### config.mk
export PLATFORM = sky130hd
export DESIGN_NAME = inst_fetch_sequencer
export DESIGN_NICKNAME = d
export VERILOG_FILES = /design/src/rtl/inst_fetch_sequencer.sv
export SDC_FILE = /design/constraint.sdc
export NUM_CORES = 1
export LEC_CHECK = 0
export CORE_ASPECT_RATIO = 0.8
export CORE_UTILIZATION = 45
export CTS_BUF_LIST = sky130_fd_sc_hd__clkbuf_8
export CTS_CLUSTER_SIZE = 30
export DETAILED_ROUTE_END_ITERATION = 8
export PLACE_DENSITY = 0.74
export SETUP_SLACK_MARGIN = 0.2
export SLEW_MARGIN = 20
export SYNTH_ARGS = -nofsm -noshare
export SYNTH_HDL_FRONTEND = slang
export SYNTH_SLANG_ARGS = --single-unit
### constraint.sdc
create_clock -name clk -period 10.55 [get_ports clk]
set_input_delay 2.11 -clock clk [delete_from_list [all_inputs] [get_ports clk]]
set_output_delay 2.11 -clock clk [all_outputs]
set_load 0.02 [all_outputs]
### src/rtl/inst_fetch_sequencer.sv
// ============================================================================
// Module      : inst_fetch_sequencer
// Description : PC owner and fetch queue between Instruction_Memory and decode.
//               Optional FETCH_PERF_EN adds pop and stall counters.
// Revision    : 1.0 - initial release
// ============================================================================
`default_nettype none

module inst_fetch_sequencer #(
   parameter int unsigned          ADDR_W    = 64,
   parameter int unsigned          INST_W    = 32,
   parameter logic [ADDR_W-1:0]    RESET_PC  = '0,
   parameter int unsigned          MEM_BYTES = 16,
   parameter int unsigned          QDEPTH    = 2
) (
   input  logic                clk,
   input  logic                reset,
   output logic [ADDR_W-1:0]   Inst_Address,
   input  logic [INST_W-1:0]   Instruction,
   output logic                inst_valid,
   input  logic                inst_ready,
   output logic [INST_W-1:0]   inst_out,
   output logic [ADDR_W-1:0]   inst_pc,
   input  logic                redirect_valid,
   input  logic [ADDR_W-1:0]   redirect_pc,
   output logic                halted,
   output logic                fault
`ifdef FETCH_PERF_EN
   ,
   output logic [31:0]         perf_fetched,
   output logic [31:0]         perf_stall
`endif
);

   localparam int unsigned        PTR_W   = $clog2(QDEPTH);
   localparam int unsigned        CNT_W   = PTR_W + 1;
   localparam logic [ADDR_W-1:0]  MEM_END = ADDR_W'(MEM_BYTES);
   localparam logic [CNT_W-1:0]   FULL_CNT = CNT_W'(QDEPTH);

   localparam logic [0:0] FETCH = 1'b0;
   localparam logic [0:0] HALT  = 1'b1;

   logic [0:0]        state;
   logic [ADDR_W-1:0] pc;
   logic [PTR_W-1:0]  rd_ptr;
   logic [PTR_W-1:0]  wr_ptr;
   logic [CNT_W-1:0]  count;
   logic [INST_W-1:0] q_inst [QDEPTH];
   logic [ADDR_W-1:0] q_pc   [QDEPTH];

   logic full;
   logic pop;
   logic push;
   logic in_range;

   assign Inst_Address = pc;
   assign full         = (count == FULL_CNT);
   assign inst_valid   = (count != '0);
   assign pop          = inst_valid & inst_ready;
   assign in_range     = (pc < MEM_END);
   assign push         = (state == FETCH) & ~redirect_valid & in_range & (~full | pop);
   assign halted       = (state == HALT);

   // Head is a registered-entry read, forced to zero while the queue is empty
   assign inst_out = inst_valid ? q_inst[rd_ptr] : '0;
   assign inst_pc  = inst_valid ? q_pc[rd_ptr]   : '0;

   always_ff @(posedge clk) begin
      if (push) begin
         q_inst[wr_ptr] <= Instruction;
         q_pc[wr_ptr]   <= pc;
      end
   end

   always_ff @(posedge clk or negedge reset) begin
      if (!reset) begin
         pc     <= RESET_PC;
         state  <= FETCH;
         fault  <= 1'b0;
         rd_ptr <= '0;
         wr_ptr <= '0;
         count  <= '0;
      end else if (redirect_valid) begin
         // Any same-cycle pop is simply absorbed by the flush
         rd_ptr <= '0;
         wr_ptr <= '0;
         count  <= '0;
         if (redirect_pc[1:0] != 2'b00) begin
            state <= HALT;
            fault <= 1'b1;
         end else if (redirect_pc < MEM_END) begin
            pc    <= redirect_pc;
            state <= FETCH;
            fault <= 1'b0;
         end else begin
            pc    <= redirect_pc;
            state <= HALT;
         end
      end else begin
         if (push) begin
            wr_ptr <= wr_ptr + PTR_W'(1);
            pc     <= pc + ADDR_W'(4);
         end
         if (pop) begin
            rd_ptr <= rd_ptr + PTR_W'(1);
         end
         if (push && !pop) begin
            count <= count + CNT_W'(1);
         end else if (!push && pop) begin
            count <= count - CNT_W'(1);
         end
         if (state == FETCH && !in_range) begin
            state <= HALT;
         end
      end
   end

`ifdef FETCH_PERF_EN
   always_ff @(posedge clk or negedge reset) begin
      if (!reset) begin
         perf_fetched <= '0;
         perf_stall   <= '0;
      end else begin
         if (pop && perf_fetched != '1) begin
            perf_fetched <= perf_fetched + 32'd1;
         end
         if (inst_valid && !inst_ready && perf_stall != '1) begin
            perf_stall <= perf_stall + 32'd1;
         end
      end
   end
`endif

endmodule

`default_nettype wire

==> summary.md, run 1 <==
| Metric | Value |
|---|---|
| Synth cell count leaders | `edfxtp_1 (192), nor2_1 (158), mux2i_1 (99)` |
| Fin crit period | `5.47 ns` |
| Fmax | `0.183 GHz` |
| Clock Latency Late Sink | `0.53 ns` |
| Post-CTS resize count | `0` |
| Post-CTS Setup Bufs | `0` |
| Initial antenna violation count | `2` |
| Dominant synthesized flop cell | `edfxtp_1` |
| Synth top area share | `a little over half` |
| First-pass GRT wire length | `44,600 um` |
| Vias per Instance | `5.46` |
| Mapped cell area | `0.0107 mm^2` |
| DRT Wirelength | `29,700 um` |
| Met2 routed WL | `13,700 um` |
| Core ar. | `about 0.023 mm^2` |
| Pins over their slew limit | `0` |
| Syn Area/Cell | `about 13 um^2` |
| Vias in the first global route | `7,721` |
| Worst Hold Margin | `0.508 ns` |
| Final period utilization | `51.8%` |
| Tot Pwr | `2.32 mW` |
| PortBufs | `262` |
| Share of post-route cells with drive strength above 1 | `under 10%` |
| Top Metal Used | `met5` |
| CP Data Required Time | `about 8.4 ns` |
| Post-synth EDFFs | `around 190` |
| Pleak | `5.03 nW` |
| DP Cell Count | `1,366` |
| CP arrival | `3.36 ns` |
| CP Max Fanout | `51` |
| Pin count of the biggest net entering global routing | `71` |
| Syn_nets | `925` |
| Top-count cell post-synth | `edfxtp_1` |
| Synthesized instance count | `a little over 800` |
| Starting DRT DRC Count | `644` |
| Setup WS post-layout | `a little over 5 ns` |
| Hold_buf cts | `0` |
| Slew HR | `28.7%` |
| Die height | `140 um` |
| Worst VDD drop | `119 uV` |
| Finished Layout Cells | `about 1,400` |
| Worst-path clk slew | `around 0.060 ns` |
| DPL Wire Length | `19,700 um` |
| Synth cell types | `43` |
| CP startpoint kind | `register` |
| Wire length on met1 | `about 13,000 um` |
| Synthesized flop and latch total | `262` |
| Metal3 WL | `2600 um` |
| Worst hold path type | `reg -> reg` |
| RePlAce Congestion | `0.842` |
| Synth area leader | `edfxtp_1` |
| Sink Count | `roughly 260` |
| Status | `finished, final reports clean` |
| MaxCap Viol Count | `0` |
| Post-DR wirelength/cell | `approximately 20 um` |
| Post-route cell area | `0.0144 mm^2` |
| Post-place setup slack | `4.54 ns` |
| CP endpoint kind | `output pin` |
| Final net count | `roughly 1,200` |
| Detailed Routing Iterations Pass 1 | `6` |
| CTS root buf | `clkbuf_8` |
| DRC | `0` |
| DIE AREA | `0.0244 mm^2` |
| Seq/Total Area, Yosys | `70.1%` |
| Area grow syn2layout | `34.7%` |
| Area after DPL | `about 0.014 mm^2` |
| Core Util, Final | `61.7%` |
| Hold Fails Final Rpt | `0` |
| I/O pin count | `between 200 and 300` |
| Pwr Density | `161 mW/mm^2` |
| Initial Utilization | `a little under half` |
| Row Count | `50` |
| Post-synthesis async set-or-reset flop share | `26.7%` |
| CTS H-Tree Depth | `2` |
| Worst clock skew | `0.0216 ns` |
| All-Layer GR Usage | `24.0%` |
| Setup CP Type | `reg -> out` |
| Tightest Pin Transition | `1.07 ns` |
| Post-route ant nets | `0` |
| Total CTS buffers | `42` |
| RSZ-0062 raised after global routing | `no` |
| Vias | `between 7,000 and 8,000` |
| Grt ovf | `0` |
| YS warnings | `0` |
| Setup TNS | `0 ns` |
| Final setup vio count | `0` |
| TritonCTS clock tree | `done` |
| Bufs on Longest Clock Path | `3` |
| Synth top area cells | `edfxtp_1 (54%), dfrtp_1 (16%), mux2i_1 (9.2%), nor2_1 (5.5%), nand2_1 (3.0%)` |
| Die X | `between 150 and 200 um` |
[layout by cell type, fill, tap and decap left out, drive strengths merged, types with 6 or more instances in the layout]
cell type and instances:
a21oi 18, a31oi 10, buf 11, clkbuf 46
clkdlybuf4s50 261, dfrtp 70, edfxtp 192, inv 40
mux2i 99, nand2 86, nand3 15, nand4 17
nor2 158, nor4 31, o21ai 14, o22ai 7
or4 6
[metal layers]
layer	GRT usage (%)	up-vias
li1	-	3580
met1	32.6	3847
met2	38.1	395
met3	6.03	65
met4	7.51	2
met5	0	-
[state kept, by name, indices dropped and copies added, names as in the netlist]
register      flops
Inst_Address     64
wr_ptr            1
fault             1
q_inst           64
halted            1
q_pc            128
rd_ptr            1
count             2
[worst paths after layout]
kind	startpoint	end	slack [ns]	cells after the start
setup / recovery	rd_ptr$_DFFE_PN0P_	inst_pc[49]	5.08	4
hold / removal	Inst_Address[0]$_DFFE_PN0P_	q_pc[1][0]$_DFFE_PP_	0.51	0
setup reg to reg	Inst_Address[20]$_DFFE_PN0P_	q_pc[0][56]$_DFFE_PP_	6.46	6
hold reg to reg	Inst_Address[0]$_DFFE_PN0P_	q_pc[1][0]$_DFFE_PP_	0.51	0
max in group asynchronous	reset	rd_ptr$_DFFE_PN0P_	8.13	1
min in group asynchronous	reset	Inst_Address[29]$_DFFE_PN0P_	1.72	1
[worst max-delay path, cell delays in order, from the launching register on]
cell,delay (ns)
dfrtp_4,1.02
buf_4,0.79
mux2i_1,0.16
nor2_1,0.17
clkdlybuf4s50_1,0.63
[cell type report]
cell class                      instances  area (um^2)
Antenna cell                            1         2.50
Clock buffer                           46          633
Clock inverter                         31          121
Fill cell                            1866         8960
Inverter                               12         45.0
Multi-Input combinational cell        509         3010
Sequential cell                       262         7520
Tap cell                              312          390
Timing Repair Buffer                  272         2710
[power by group]
part | internal [mW] | switching [mW] | total [mW]
registers | 1.17 | 0.0952 | 1.26
logic | 0.136 | 0.141 | 0.277
clock network | 0.399 | 0.380 | 0.779
total | 1.70 | 0.617 | 2.32
[cells by family after synthesis]
family / Yosys count / share of synthesized area [%]
DFF: 262 / 70.1
AOI/OAI and AO/OA: 72 / 4.30
muxes: 99 / 9.24
xor gates and xnor gates: 3 / 0.245
and+or+nand+nor: 334 / 13.9
adders and majority gates: 1 / 0.117
buffers and inverters: 53 / 2.02
No activity file was read; power rests on OpenSTA's default activity.
==> run 2, diff against run 1 <==
Clock period 10.55 ns to 5.31 ns, I/O delays scaled along.
==> summary.md, run 2 (synthesis results as in run 1) <==
| Metric | Value |
|---|---|
| R2r startpoint | `Inst_Address[44]$_DFFE_PN0P_ (was Inst_Address[20]$_DFFE_PN0P_)` |
| Fin crit period | `3.92 ns` |
| Hold_buf cts | `0 (unchanged)` |
| Pin count of the biggest net entering global routing | `71 (unchanged)` |
| Post-DR wirelength/cell | `20.9 um (was 20.5 um)` |
| Fillers | `1,843 (was 1,866)` |
| DIE AREA | `0.0244 mm^2 (unchanged)` |
| Status | `finished, final reports clean (unchanged)` |
| Initial antenna violation count | `1 (was 2)` |
| Pwr Density | `323 mW/mm^2 (was 161 mW/mm^2)` |
| Grt ovf | `0 (unchanged)` |
| Area grow syn2layout | `35.2% (was 34.7%)` |
| Tightest Pin Transition | `1.05 ns (was 1.07 ns)` |
| Sink Count | `262 (unchanged)` |
| Clock Latency Late Sink | `0.54 ns (was 0.53 ns)` |
| CP Max Fanout | `40 (was 51)` |
| RSZ-0062 raised after global routing | `no (unchanged)` |
| Vias per Instance | `5.46 (about the same)` |
| CP startpoint kind | `register (unchanged)` |
| Most frequent cells in the layout | `clkdlybuf4s50_1 (261), edfxtp_1 (192), nor2_1 (155) (unchanged)` |
| Final period utilization | `73.8%` |
| Tot Pwr | `4.68 mW (was 2.32 mW)` |
| Max reg flops | `128 (unchanged)` |
| Post-route ant nets | `0 (unchanged)` |
| DRT Wirelength | `30,200 um (was 29,700 um)` |
| Die X | `175 um (unchanged)` |
| Starting DRT DRC Count | `635 (was 644)` |
| RePlAce Congestion | `0.843 (was 0.842)` |
| I/O pin count | `263 (unchanged)` |
| Pins over their slew limit | `0 (unchanged)` |
| Final setup vio count | `0 (unchanged)` |
| Pleak | `5.04 nW (was 5.03 nW)` |
| Most common cell after layout, fill and taps aside | `clkdlybuf4s50_1 (unchanged)` |
| Register share of total power | `53.5% (was 54.4%)` |
| Initial Utilization | `45.8% (unchanged)` |
| Worst VDD drop | `197 uV (was 119 uV)` |
| Min-Delay Path Depth | `1 (was 0)` |
| Setup TNS | `0 ns (unchanged)` |
| Switching Fraction | `26.3% (was 26.6%)` |
| Reg with most FFs | `q_pc (unchanged)` |
| CP Data Required Time | `4.25 ns (was 8.44 ns)` |
| Slew HR | `30.3% (was 28.7%)` |
| Die height | `140 um (unchanged)` |
| Clock power share | `34.6% (was 33.6%)` |
| CP arrival | `2.86 ns (was 3.36 ns)` |
| Worst Reg2Reg Path Length in Cells | `6 (unchanged)` |
| CTS H-Tree Depth | `2 (unchanged)` |
| CTS root buf | `clkbuf_8 (unchanged)` |
| Bufs on Longest Clock Path | `3 (unchanged)` |
| Hold Fails Final Rpt | `0 (unchanged)` |
| Detailed Routing Iterations Pass 1 | `5 (was 6)` |
| CP endpoint kind | `output pin (unchanged)` |
| DRC | `0 (unchanged)` |
| PortBufs | `262 (unchanged)` |
| Share of post-route cells with drive strength above 1 | `6.87% (was 6.36%)` |
| Worst clock skew | `0.0250 ns (was 0.0216 ns)` |
| Internal power | `3.44 mW (was 1.70 mW)` |
| Core ar. | `0.0234 mm^2 (unchanged)` |
| All-Layer GR Usage | `24.4% (was 24.0%)` |
| MaxCap Viol Count | `0 (unchanged)` |
| Post-CTS resize count | `0 (unchanged)` |
| TritonCTS clock tree | `done (unchanged)` |
| Row Count | `50 (unchanged)` |
| Setup CP Type | `reg -> out (unchanged)` |
| First-pass GRT wire length | `45,400 um (was 44,600 um)` |
| CP Launch Point | `rd_ptr$_DFFE_PN0P_ (unchanged)` |
| Net Sw Power | `1.23 mW (was 617 uW)` |
| Vias | `7,911 (was 7,889)` |
| Post-CTS Setup Bufs | `0 (unchanged)` |
| Fmax | `0.255 GHz` |
| Worst hold path type | `reg -> reg (unchanged)` |
| DPL Wire Length | `20,400 um (was 19,700 um)` |
| Hold path startpoint | `fault$_DFFE_PN0P_ (was Inst_Address[0]$_DFFE_PN0P_)` |
| Final net count | `1,203 (was 1,200)` |
| Worst-path clk slew | `0.06 ns (about the same)` |
| Total CTS buffers | `42 (unchanged)` |
| Logic pwr share | `11.9% (was 12.0%)` |
| Vias in the first global route | `7,757 (was 7,721)` |
## run 2: cell types whose count changed in the layout (fill, tap and decap cells not counted)
cell / change
inv_1: -6
buf_4: +3
clkinv_1: +3
bufinv_16: +1
clkbuf_8: +1
clkinv_2: +1
## run 2: stage by stage
step	util (%)	hold slack, ns	setup WS (ns)	cell area, um^2	std cells
floorplan	-	0.547	-1.05	10700	824
global placement	58.6	0.480	1.75	13700	1370
detailed placement	58.6	0.492	1.66	13700	1370
CTS	61.9	0.505	1.37	14500	1447
global route	61.9	0.531	1.24	14500	1447
finish	61.9	0.505	1.39	14500	1448
## run 2: routing by layer
| layer | share of wire, % | wire [um] | GRT usage [%] |
|---|---|---|---|
| met3 | 9.3 | 2800 | 6.05 |
| met4 | 2.9 | 866 | 8.88 |
| met2 | 45 | 13600 | 37.1 |
| met5 | 0.050 | 15 | 0 |
| met1 | 43 | 13000 | 34.2 |
## run 2: final timing paths
path	slack [ns]	endpoint
worst max-delay path	1.39	inst_pc[30]
worst min-delay path	0.50	fault$_DFFE_PN0P_
worst max register to register	2.07	q_pc[0][39]$_DFFE_PP_
worst min register to register	0.50	fault$_DFFE_PN0P_
max in group asynchronous	3.86	rd_ptr$_DFFE_PN0P_
min in group asynchronous	0.65	Inst_Address[22]$_DFFE_PN0P_
## run 2: layout make-up
type                    count  area (um^2)  share of cell area (%)
diodes                      1         2.50                  0.0173
well taps                 312          390                    2.69
clock inverters            30          145                    1.00
repair buffers            275         2730                    18.8
inverters                  12         45.0                   0.311
flip-flops and latches    262         7520                    51.9
multi-input cells         509         3010                    20.8
clock buffers              47          647                    4.46
## run 2: power groups by stage
stage | Clock, mW | Sequential (mW) | Combinational (mW)
global route | 1.74 | 2.52 | 0.590
CTS | 1.66 | 2.50 | 0.556
finish | 1.62 | 2.50 | 0.555
global placement | 0 | 2.54 | 0.545
detailed placement | 0 | 2.54 | 0.554
floorplan | 0 | 2.56 | 0.141
## run 2: worst max-delay path, stage by stage, from the launching register on
cell	delay, ns
dfrtp_4	0.93
buf_4	0.46
mux2i_1	0.12
nor2_1	0.17
clkdlybuf4s50_1	0.64
